[src/rtl/shift_ctrl_if.sv]
// Bundle between shift_ctrl, its word source, the external shift register
// and the serial stream consumer. slave = controller side, master = environment.
interface shift_ctrl_if #(
  parameter int SHIFT_WIDTH = 4
) ();
  logic                   in_valid;
  logic [SHIFT_WIDTH-1:0] in_data;
  logic                   in_ready;
  logic                   abort;
  logic                   sr_load;
  logic                   sr_en;
  logic [SHIFT_WIDTH-1:0] sr_data;
  logic                   sr_shiftin;
  logic                   sr_shiftout;
  logic                   ser_valid;
  logic                   ser_bit;
  logic                   ser_first;
  logic                   done;

  modport slave (
    input  in_valid, in_data, abort, sr_shiftout,
    output in_ready, sr_load, sr_en, sr_data, sr_shiftin,
           ser_valid, ser_bit, ser_first, done
  );

  modport master (
    output in_valid, in_data, abort, sr_shiftout,
    input  in_ready, sr_load, sr_en, sr_data, sr_shiftin,
           ser_valid, ser_bit, ser_first, done
  );
endinterface

[src/rtl/shift_ctrl.sv]
// shift_ctrl: serializes a parallel word through an external shift register.
// Sequence per word: IDLE -> LOAD (1) -> SHIFT (SHIFT_WIDTH) -> [PARITY (1)] -> DONE (1).
// Optional feature: define SHIFT_CTRL_PARITY_EN to append an even-parity bit.
module shift_ctrl #(
  parameter int SHIFT_WIDTH = 4,
  parameter bit FILL_BIT    = 1'b0
) (
  input  logic            clk,
  input  logic            sclr,
  shift_ctrl_if.slave     bus
);
  localparam int CW = $clog2(SHIFT_WIDTH);
  localparam logic [CW-1:0] LAST = CW'(SHIFT_WIDTH - 1);

  typedef enum logic [2:0] {
    IDLE   = 3'd0,
    LOAD   = 3'd1,
    SHIFT  = 3'd2,
    DONE   = 3'd3
`ifdef SHIFT_CTRL_PARITY_EN
    , PARITY = 3'd4
`endif
  } state_t;

  state_t                 state_q, state_d;
  logic [CW-1:0]          cnt_q, cnt_d;
  logic [SHIFT_WIDTH-1:0] word_q, word_d;
`ifdef SHIFT_CTRL_PARITY_EN
  logic                   par_q, par_d;
`endif

  // State, bit counter and captured word; sclr overrides everything
  always_ff @(posedge clk) begin
    if (sclr) begin
      state_q <= IDLE;
      cnt_q   <= '0;
      word_q  <= '0;
`ifdef SHIFT_CTRL_PARITY_EN
      par_q   <= 1'b0;
`endif
    end else begin
      state_q <= state_d;
      cnt_q   <= cnt_d;
      word_q  <= word_d;
`ifdef SHIFT_CTRL_PARITY_EN
      par_q   <= par_d;
`endif
    end
  end

  // Next-state sequencing; abort wins over normal progress in LOAD/SHIFT/PARITY
  always_comb begin
    state_d = state_q;
    cnt_d   = cnt_q;
    word_d  = word_q;
`ifdef SHIFT_CTRL_PARITY_EN
    par_d   = par_q;
`endif
    case (state_q)
      IDLE: begin
        if (bus.in_valid) begin
          state_d = LOAD;
          word_d  = bus.in_data;
`ifdef SHIFT_CTRL_PARITY_EN
          par_d   = ^bus.in_data;
`endif
        end
      end
      LOAD: begin
        cnt_d   = '0;
        state_d = bus.abort ? IDLE : SHIFT;
      end
      SHIFT: begin
        if (bus.abort) begin
          state_d = IDLE;
          cnt_d   = '0;
        end else if (cnt_q == LAST) begin
          cnt_d   = '0;
`ifdef SHIFT_CTRL_PARITY_EN
          state_d = PARITY;
`else
          state_d = DONE;
`endif
        end else begin
          cnt_d   = cnt_q + CW'(1);
        end
      end
`ifdef SHIFT_CTRL_PARITY_EN
      PARITY: begin
        state_d = bus.abort ? IDLE : DONE;
      end
`endif
      DONE: begin
        // abort is deliberately ignored so the frame completes normally
        state_d = IDLE;
      end
      default: begin
        state_d = IDLE;
        cnt_d   = '0;
      end
    endcase
  end

  // Moore strobes decoded from state; ser_bit forced low when not valid
  always_comb begin
    bus.in_ready  = (state_q == IDLE);
    bus.sr_load   = (state_q == LOAD);
    bus.sr_en     = (state_q == SHIFT);
    bus.sr_data   = word_q;
    bus.sr_shiftin = FILL_BIT;
    bus.ser_valid = (state_q == SHIFT);
    bus.ser_bit   = (state_q == SHIFT) ? bus.sr_shiftout : 1'b0;
    bus.ser_first = (state_q == SHIFT) && (cnt_q == '0);
    bus.done      = (state_q == DONE);
`ifdef SHIFT_CTRL_PARITY_EN
    if (state_q == PARITY) begin
      bus.ser_valid = 1'b1;
      bus.ser_bit   = par_q;
    end
`endif
  end
endmodule
[src/flat_wrapper.sv]
// flat-port wrapper written by rule: the top's interface ports become plain ports
module shift_ctrl_flat 
#(
  parameter int SHIFT_WIDTH = 4,
  parameter bit FILL_BIT    = 1'b0
)
  (clk, sclr, bus_in_valid, bus_in_data, bus_abort, bus_sr_shiftout, bus_in_ready, bus_sr_load, bus_sr_en, bus_sr_data, bus_sr_shiftin, bus_ser_valid, bus_ser_bit, bus_ser_first, bus_done);
  shift_ctrl_if #(.SHIFT_WIDTH(SHIFT_WIDTH)) bus_i ();
  input  logic clk;
  input  logic sclr;
  input wire logic [$bits(bus_i.in_valid)-1:0] bus_in_valid;
  input wire logic [$bits(bus_i.in_data)-1:0] bus_in_data;
  input wire logic [$bits(bus_i.abort)-1:0] bus_abort;
  input wire logic [$bits(bus_i.sr_shiftout)-1:0] bus_sr_shiftout;
  output wire logic [$bits(bus_i.in_ready)-1:0] bus_in_ready;
  output wire logic [$bits(bus_i.sr_load)-1:0] bus_sr_load;
  output wire logic [$bits(bus_i.sr_en)-1:0] bus_sr_en;
  output wire logic [$bits(bus_i.sr_data)-1:0] bus_sr_data;
  output wire logic [$bits(bus_i.sr_shiftin)-1:0] bus_sr_shiftin;
  output wire logic [$bits(bus_i.ser_valid)-1:0] bus_ser_valid;
  output wire logic [$bits(bus_i.ser_bit)-1:0] bus_ser_bit;
  output wire logic [$bits(bus_i.ser_first)-1:0] bus_ser_first;
  output wire logic [$bits(bus_i.done)-1:0] bus_done;
  assign bus_i.in_valid = bus_in_valid;
  assign bus_i.in_data = bus_in_data;
  assign bus_i.abort = bus_abort;
  assign bus_i.sr_shiftout = bus_sr_shiftout;
  assign bus_in_ready = bus_i.in_ready;
  assign bus_sr_load = bus_i.sr_load;
  assign bus_sr_en = bus_i.sr_en;
  assign bus_sr_data = bus_i.sr_data;
  assign bus_sr_shiftin = bus_i.sr_shiftin;
  assign bus_ser_valid = bus_i.ser_valid;
  assign bus_ser_bit = bus_i.ser_bit;
  assign bus_ser_first = bus_i.ser_first;
  assign bus_done = bus_i.done;
  shift_ctrl #(.SHIFT_WIDTH(SHIFT_WIDTH), .FILL_BIT(FILL_BIT)) u_core (.clk(clk), .sclr(sclr), .bus(bus_i));
endmodule
[config.mk]
export PLATFORM = sky130hd
export DESIGN_NAME = shift_ctrl_flat
export DESIGN_NICKNAME = d
export VERILOG_FILES = /design/src/rtl/shift_ctrl_if.sv /design/src/rtl/shift_ctrl.sv /design/src/flat_wrapper.sv
export SDC_FILE = /design/constraint.sdc
export NUM_CORES = 1
export LEC_CHECK = 0
export ABC_AREA = 1
export ABC_CLOCK_PERIOD_IN_PS = 1500
export BUFFER_PORTS_ARGS = -buffer_cell sky130_fd_sc_hd__buf_2
export CORE_AREA = 5 5 42 44
export DETAILED_ROUTE_END_ITERATION = 10
export DIE_AREA = 0 0 47 49
export PLACE_DENSITY = 0.64
export SYNTH_ARGS = -nofsm -noshare
export SYNTH_HDL_FRONTEND = slang
export SYNTH_SLANG_ARGS = --single-unit
[constraint.sdc]
create_clock -name clk -period 1.5 [get_ports clk]
set_clock_uncertainty 0.05 [all_clocks]
set_input_delay 0.225 -clock clk [delete_from_list [all_inputs] [get_ports clk]]
set_output_delay 0.225 -clock clk [all_outputs]
set_load 0.02 [all_outputs]
* Yosys cells after proc, flatten, opt, wreduce, memory -nomap -nowiden
Cells that the tools add are included.
Widths: inputs -> output; s select.
** Word-level totals
- Output and inout bits :: 12
- Input bits :: 9
- Logic and storage cells :: 25
- Bits in registers :: 9
** Operators by class
- Add/subtract/negate cells :: 1
- Reductions and logical operators :: 6
- Muxes and demuxes :: 9
- Equality and inequality tests :: 6
** Operators by type and width (count)
- $mux 3 :: 3
- $pmux 3 s3 :: 1
- $eq 3x2->1 const B :: 2
- $mux 2 :: 3
- $pmux 2 s2 :: 1
- $reduce_and 2->1 :: 2
- $eq 3x1->1 const B :: 1
- $logic_not 3->1 :: 1
- $ne 3x2->1 const B :: 1
- $add 2x1->2 const B :: 1
- $eq 2x2->1 const B :: 1
- $logic_not 2->1 :: 1
- $ne 2x2->1 const B :: 1
- $reduce_or 2->1 :: 1
- $logic_and 1x1->1 :: 1
- $mux 1 :: 1

* Depth between registers and ports, before layout
Gate-level depths: netlist (run 1).
- Depth in word-level cells :: 4
- Mapped depth :: 8
- Depth with buffers taken out :: 8

* Worst setup path before layout (run 1)
Ideal clock, no wire load.
- Path type :: reg2out
- Start :: register u_core.state_q[0]
- End :: output port bus_ser_first
- Stages on the path, launching flop included :: 5
- Arrival :: 1.049 ns
- Slack :: 0.176 ns
- Data required time :: 1.225 ns
- Buffers on the path :: 0
- Path through :: dfxtp_1 > inv_1 > ha_1 > nand2_1 > inv_1
** On the way
- Cells in the longest elaborated chain, start to end :: 2
** Ends and longest elaborated chain
- from (decl) :: line shift_ctrl.sv:25 : state_t state_q, state_d;
- from (signal assigned) :: line shift_ctrl.sv:42 : state_q <= state_d;
- $eq 3x2->1
- via bus_ser_valid :: line flat_wrapper.sv:20 : output wire logic [$bits(bus_i.ser_valid)-1:0] bus_ser_valid;
- $logic_and 1x1->1 :: line shift_ctrl.sv:113 : bus.ser_first = (state_q == SHIFT) && (cnt_q == '0);
- to (decl) :: line flat_wrapper.sv:22 : output wire logic [$bits(bus_i.ser_first)-1:0] bus_ser_first;
The timed path passes the listed nets, and every way through them passes these cells.

* Final worst setup path (run 1)
- Start :: register u_core.state_q[0]
- End :: output port bus_ser_bit
** On the way
- Cells in the longest elaborated chain, start to end :: 2
** Ends and longest elaborated chain
- $eq 3x2->1 :: line shift_ctrl.sv:112 : bus.ser_bit = (state_q == SHIFT) ? bus.sr_shiftout : 1'b0;
- $mux 1 :: line shift_ctrl.sv:112
- to (decl) :: line flat_wrapper.sv:21 : output wire logic [$bits(bus_i.ser_bit)-1:0] bus_ser_bit;
No other way between the ends.

==> results by group, run 1 <==
Route
  • DRC: 0
  • Routed WL per cell: 9.102 um
  • Via count: 466
  • Starting DRT DRC Count: 3
  • TritonRoute pass-1 iters: 4
  • Antenna-violating nets left: 0
  • DR vias/cell: 4.315
  • Post-Route WL: roughly 980 um

Cells and area
  • Fillers: 150
  • Ant diodes: 0
  • Fin util: 0.4705
  • Final #Nets: 112
  • Area Growth Syn to Fin: 27.60%
  • Share of layout cells above drive strength 1: 0.3587
  • Final non-filler cell total: 108

Setup path
  • Req. time, crit path: 1.22 ns
  • Crit path capture type: primary output
  • CP max stage cell: dfxtp_2
  • Worst setup SP type: flip-flop
  • R2r setup slk: 0.26 ns
  • Worst flop-to-flop path startpoint: u_core.state_q[1]$_SDFFE_PP0P_
  • Crit path max fanout: 5
  • Worst path arrival time: 1.11 ns
  • RR Endpoint: u_core.bus.sr_data[3]$_SDFFE_PP0P_
  • Crit path cell chain: inv_4, ha_2, nand2_1, inv_1, buf_2
  • Worst Path Buf+Inv: 3
  • Delay-heaviest family, CP: flip-flops
  • R2R depth: 6
  • CP max stage delay: 0.37 ns
  • Crit path depth: 5
  • CP Class: flip-flop to primary output

CTS
  • Clock transition at path regs: about 0.05 ns
  • Clk_lat worst skew: 0.25 ns
  • Clk sinks: 8
  • Clock root cell: clkbuf_4
  • CTS tree: yes
  • CTS Buffer Depth: 2
  • CTS Buf Count: 3
  • Hold Buf Count CTS: 0
  • Clock H-tree levels: 1

Logic synthesis
  • Sequential fraction of the synthesis area: 0.3099
  • Syn avg cell area: 7.177 um^2
  • Post-synth top flop: dfxtp_1
  • Synthesized instance count: 72
  • Synth top area share: 0.3099
  • Largest cells by area after synthesis: dfxtp_1, ha_1, inv_1
  • #FFs+latches synth: 8
  • Post-synthesis xor/xnor area fraction: 0
  • Post-synth EDFFs: 0
  • Adder-cell share of the synthesized area: 0.2179
  • Cell taking the most area after synthesis: dfxtp_1
  • Yosys warns: 0
  • Post-synthesis compound-gate area fraction: 0.09443
  • Post-synth cell types: 15
  • Post-synthesis mux area share: 0
  • Asr flop ratio synth: 0
  • Main combinational cell family by area after synthesis: simple AND/OR/NAND/NOR gates
  • Synthesized cell area: between 500 and 600 um^2
  • Post-synth top cells: inv_1, nor2_1, nand2_1, ha_1, dfxtp_1
  • Most common cell in the netlist: inv_1
  • Syn Nets: 90
  • Simple-gate share of the synthesized area: 0.2397

Timing
  • Crit share post-route: 0.9236
  • FMAX: 721.8 MHz
  • Setup ws final: 0.1145 ns
  • Fin crit period: about 1.4 ns
  • Post-route setup TNS: 0 ns
  • RSZ-0062 raised after global routing: false
  • Slew Limit Fails: 0
  • Finish-stage setup viols: 0
  • Hold Fails Final Rpt: 0

Flow run
  • Maxcap violations: 0

Placed design
  • Port-buffer cells: 19
  • HPWL after DPL: 790 um
  • Routability congestion estimate: 0.7035
  • Placement Setup Slack: 0.1934 ns
  • Placed insts: 105

Pwr
  • Reg power frac: 0.309
  • Worst vdd ir: ~590 uV
  • Int Power: 0.0005549 W
  • Combinational share of power: 0.533
  • Overall power: 0.001010 W
  • Leak Pwr: between 0.3 and 0.4 nW
  • Clock power frac: 0.158
  • P_sw: 0.0004548 W
  • PwrDens: 1531 nW/um^2
  • Sw frac: 0.4504

Die
  • Initial Utilization: 0.3688
  • Io pins: 21
  • FP Rows: 14
  • Die H: roughly 49 um
  • Core Box Area: 1401 um^2
  • Die width: 47 um
  • Full die area: 2303 um^2

Global routing
  • Total gr overflow: 0
  • Vias in the first global route: 436
  • Initial antenna violation count: 0
  • Largest net degree at the start of global routing: 8
  • Global-route wire length before repair: 1.669 mm
  • GRT Overall Usage: 0.09655

Hold path
  • Hold Startpoint: sclr
  • Worst Hold End: u_core.cnt_q[1]$_SDFFE_PP0N_
  • Hold Crit Depth: 2
  • Hold WC Path Type: input pin to flip-flop

Outcome
  • Status: finished, final reports clean
[metrics by stage]
step / cell area (um^2) / hold slack, ns
2_1_floorplan: 516.7 / 0.2441
4_1_cts: 653.1 / 0.08608
5_1_grt: 659.4 / 0.09809
3_3_place_gp: 616.8 / 0.3480
6_report: 659.4 / 0.08917
3_5_place_dp: 616.8 / 0.3536
[layer usage]
layer	wire, um	vias up	global-route usage
li1	-	254	-
met1	448	187	0.1211
met2	397	23	0.1403
met3	129	2	0.02952
met4	8	0	0.05530
met5	0	-	0
[power by group through the flow]
stage	Sequential [W]	Combinational [W]	Clock, W
2_1_floorplan	0.000328	0.000381	0
3_3_place_gp	0.000301	0.000520	0
3_5_place_dp	0.000301	0.000523	0
4_1_cts	0.000305	0.000540	0.000169
5_1_grt	0.000322	0.000604	0.000186
6_report	0.000312	0.000538	0.000159
[repair_timing]
item,CTS,global route
endpoints found under the setup margin,4,4
buffers inserted,0,0
hold endpoints to repair,0,0
resized for setup,3,4
[cells by family after synthesis]
family,Yosys count
and+or+nand+nor,29
buffers and inverters,16
AOI/OAI and AO/OA,9
adders and majority gates,9
DFF,8
other,1
[layout by cell type, fill, tap and decap left out]
cell / instances
inv_2: 1
dfxtp_2: 2
ha_4: 1
ha_1: 7
inv_1: 12
a21oi_1: 3
conb_1: 1
nor2_1: 12
buf_2: 19
a21oi_2: 1
nand2_1: 10
inv_4: 1
nand2_2: 3
nand4_1: 1
nor2_2: 1
nand3_1: 2
clkbuf_4: 3
dfxtp_1: 6
ha_2: 1
o21ai_0: 5
[area by class of cell]
cell class / count / area [um^2] / area share
clock buffers: 3 / 22.52 / 0.03416
repair buffers: 19 / 95.09 / 0.1442
multi-input cells: 48 / 304.0 / 0.4611
inverters: 14 / 55.05 / 0.08349
flip-flops and latches: 8 / 162.7 / 0.2467
well taps: 16 / 20.02 / 0.03036
[worst max-delay path by stage]
stage | startpoint | end | slack [ns]
4_1_cts | u_core.state_q[0]$_SDFFE_PP0P_ | bus_ser_bit | -0.01
3_5_place_dp | u_core.state_q[0]$_SDFFE_PP0P_ | bus_ser_first | 0.19
2_1_floorplan | u_core.state_q[0]$_SDFFE_PP0P_ | bus_ser_first | 0.18
5_1_grt | u_core.state_q[0]$_SDFFE_PP0P_ | bus_ser_bit | 0.03
6_report | u_core.state_q[0]$_SDFFE_PP0P_ | bus_ser_bit | 0.11
3_3_place_gp | u_core.state_q[0]$_SDFFE_PP0P_ | bus_ser_first | 0.23
[state kept, by name, summed over array words and instances (netlist names)]
signal and flops:
u_core.state_q 2, u_core.cnt_q 2, u_core.bus.sr_data 4
(Power assumes the default switching activity.)
==> run 2, diff against run 1 <==
==> constraint.sdc (replaced) <==
create_clock -name clk -period 1.5 [get_ports clk]
set_clock_uncertainty 0.05 [all_clocks]
set_input_delay 0.15 -clock clk [delete_from_list [all_inputs] [get_ports clk]]
set_output_delay 0.15 -clock clk [all_outputs]
set_load 0.02 [all_outputs]
==> run 2 against run 1 <==
  * Final cell count stayed put
  * Setup slack worse by 0.064 ns
  * First-iteration DRC count is 33% lower
  * Die area stayed put
  * Final area is 0.95% lower
  * Largest cell class unchanged
==> results by group, run 2 (synthesis results as in run 1) <==
Cells and area
  • Area Growth Syn to Fin: 26.39% (was 27.60%)
  • Most common cell after layout, fill and taps aside: buf_2 (unchanged)
  • Final #Nets: 112 (unchanged)
  • Multi-input logic area: 301.5 um^2 (was 304.0 um^2)
  • Ant diodes: 0 (unchanged)
  • Max reg flops: 4 (unchanged)
  • Fillers: 165 (was 150)
  • Share of layout cells above drive strength 1: 0.3261 (was 0.3587)
  • Register area: 161.4 um^2 (was 162.7 um^2)
  • Most frequent cells in the layout: buf_2, inv_1, nor2_1 (unchanged)

Outcome
  • Status: finished, final reports clean (unchanged)

Placed design
  • Routability congestion estimate: 0.6705 (was 0.7035)
  • Placement Setup Slack: 0.1960 ns (was 0.1934 ns)
  • HPWL after DPL: 812.4 um (was 790 um)
  • Port-buffer cells: 19 (unchanged)

Global routing
  • Total gr overflow: 0 (unchanged)
  • Vias in the first global route: 410 (was 436)
  • GRT Overall Usage: 0.08892 (was 0.09655)
  • Largest net degree at the start of global routing: 8 (unchanged)
  • Initial antenna violation count: 0 (unchanged)
  • Global-route wire length before repair: 1.462 mm (was 1.669 mm)

CTS
  • Clock transition at path regs: 0.05 ns (about the same)
  • CTS tree: yes (unchanged)
  • Clk sinks: 8 (unchanged)
  • Hold Buf Count CTS: 0 (unchanged)
  • Clock H-tree levels: 1 (unchanged)
  • Clk_lat worst skew: 0.25 ns (about the same)
  • CTS Buffer Depth: 2 (unchanged)
  • Clock root cell: clkbuf_4 (unchanged)
  • CTS Buf Count: 3 (unchanged)

Pwr
  • Combinational share of power: 0.537 (was 0.533)
  • Clock power frac: 0.158 (about the same)
  • PwrDens: 1529 nW/um^2 (was 1531 nW/um^2)
  • Int Power: 0.0005481 W (was 0.0005549 W)
  • Reg power frac: 0.306 (was 0.309)
  • Overall power: 0.0009984 W (was 0.001010 W)
  • Sw frac: 0.4510 (was 0.4504)
  • Leak Pwr: 0.3744 nW (was 0.3732 nW)
  • Worst vdd ir: 825.9 uV (was 593.4 uV)
  • P_sw: 0.0004503 W (was 0.0004548 W)

Route
  • Post-Route WL: 988 um (was 983 um)
  • Antenna-violating nets left: 0 (unchanged)
  • Routed WL per cell: 9.148 um (was 9.102 um)
  • TritonRoute pass-1 iters: 3 (was 4)
  • DR vias/cell: 4.324 (was 4.315)
  • DRC: 0 (unchanged)
  • Starting DRT DRC Count: 2 (was 3)
  • Via count: 467 (was 466)

Timing
  • Finish-stage setup viols: 0 (unchanged)
  • Hold Worst Slack: 0.01894 ns (was 0.08917 ns)
  • Hold Fails Final Rpt: 0 (unchanged)
  • Slew Limit Fails: 0 (unchanged)
  • RSZ-0062 raised after global routing: true (was false)
  • Fin crit period: 1.450 ns (was 1.385 ns)
  • Post-route setup TNS: 0 ns (unchanged)
  • FMAX: 689.9 MHz (was 721.8 MHz)
  • Setup ws final: 0.05042 ns (was 0.1145 ns)
  • Crit share post-route: 0.9664 (was 0.9236)

Setup path
  • CP max stage cell: dfxtp_2 (unchanged)
  • Req. time, crit path: 1.30 ns (was 1.22 ns)
  • Delay-heaviest family, CP: buffers and inverters (was flip-flops)
  • Worst Path Buf+Inv: 3 (unchanged)
  • Worst path arrival time: 1.25 ns (was 1.11 ns)
  • Crit path cell chain: inv_1, ha_1, nand2_1, inv_1, buf_2 (was inv_4, ha_2, nand2_1, inv_1, buf_2)
  • Crit path launch: u_core.state_q[0]$_SDFFE_PP0P_ (unchanged)
  • Worst setup SP type: flip-flop (unchanged)
  • Worst flop-to-flop path startpoint: u_core.state_q[1]$_SDFFE_PP0P_ (unchanged)
  • R2R depth: 5 (was 6)
  • CP Class: flip-flop to primary output (unchanged)
  • R2r setup slk: 0.13 ns (was 0.26 ns)
  • Crit path capture type: primary output (unchanged)
  • CP max stage delay: 0.33 ns (was 0.37 ns)
  • Top cell by count, worst path: inv_1
  • Crit path max fanout: 5 (unchanged)
  • RR Endpoint: u_core.cnt_q[0]$_SDFFE_PP0N_ (was u_core.bus.sr_data[3]$_SDFFE_PP0P_)

Die
  • Die H: 49 um (unchanged)
  • Initial Utilization: 0.3688 (unchanged)
  • Full die area: 2303 um^2 (unchanged)
  • FP Rows: 14 (unchanged)
  • Core Box Area: 1401 um^2 (unchanged)
  • Die width: 47 um (unchanged)
  • Io pins: 21 (unchanged)

Hold path
  • Hold Startpoint: sclr (unchanged)
  • Hold WC Path Type: input pin to flip-flop (unchanged)
  • Hold Crit Depth: 2 (unchanged)
  • Worst Hold End: u_core.cnt_q[1]$_SDFFE_PP0N_ (unchanged)

Flow run
  • Maxcap violations: 0 (unchanged)
-- run 2: final cells by class --
class                           count  share of cell area
Sequential cell                     8              0.2471
Clock buffer                        3             0.03448
Timing Repair Buffer               19              0.1456
Inverter                           14             0.08046
Multi-Input combinational cell     48              0.4617
Tap cell                           16             0.03065
-- run 2: what timing repair did --
action,4_1_cts,5_1_grt
pin swaps,0,0
endpoints found under the hold margin,0,0
endpoints found under the setup margin,1,2
setup buffers,0,0
resized for setup,1,2
-- run 2: power by group through the flow --
stage | clock (W) | combinational (W) | sequential [W]
CTS | 0.000165 | 0.000533 | 0.000300
global route | 0.000180 | 0.000603 | 0.000312
finish | 0.000157 | 0.000536 | 0.000305
global placement | 0 | 0.000521 | 0.000301
detailed placement | 0 | 0.000528 | 0.000304
floorplan | 0 | 0.000381 | 0.000328
-- run 2: metal layers --
layer,part of all wire,global-route usage
met5,0,0
met4,0.0061,0.06912
met3,0.11,0.02952
met2,0.41,0.1244
met1,0.47,0.1062
-- run 2: how the worst max path moves through the flow --
| stage | cells after the start | end | slack (ns) |
|---|---|---|---|
| 3_5_place_dp | 5 | u_core.cnt_q[0]$_SDFFE_PP0N_ | 0.20 |
| 3_3_place_gp | 5 | u_core.cnt_q[0]$_SDFFE_PP0N_ | 0.23 |
| 4_1_cts | 5 | bus_ser_first | 0.04 |
| 6_report | 5 | bus_ser_bit | 0.05 |
| 5_1_grt | 5 | bus_ser_bit | -0.04 |
| 2_1_floorplan | 7 | u_core.state_q[0]$_SDFFE_PP0P_ | 0.23 |
-- run 2: stage by stage --
stage / cell area (um^2) / util / instances
2_1_floorplan: 516.7 / - / 72
3_3_place_gp: 616.8 / 0.4402 / 105
3_5_place_dp: 616.8 / 0.4402 / 105
4_1_cts: 641.9 / 0.4580 / 108
5_1_grt: 653.1 / 0.4661 / 108
6_report: 653.1 / 0.4661 / 108
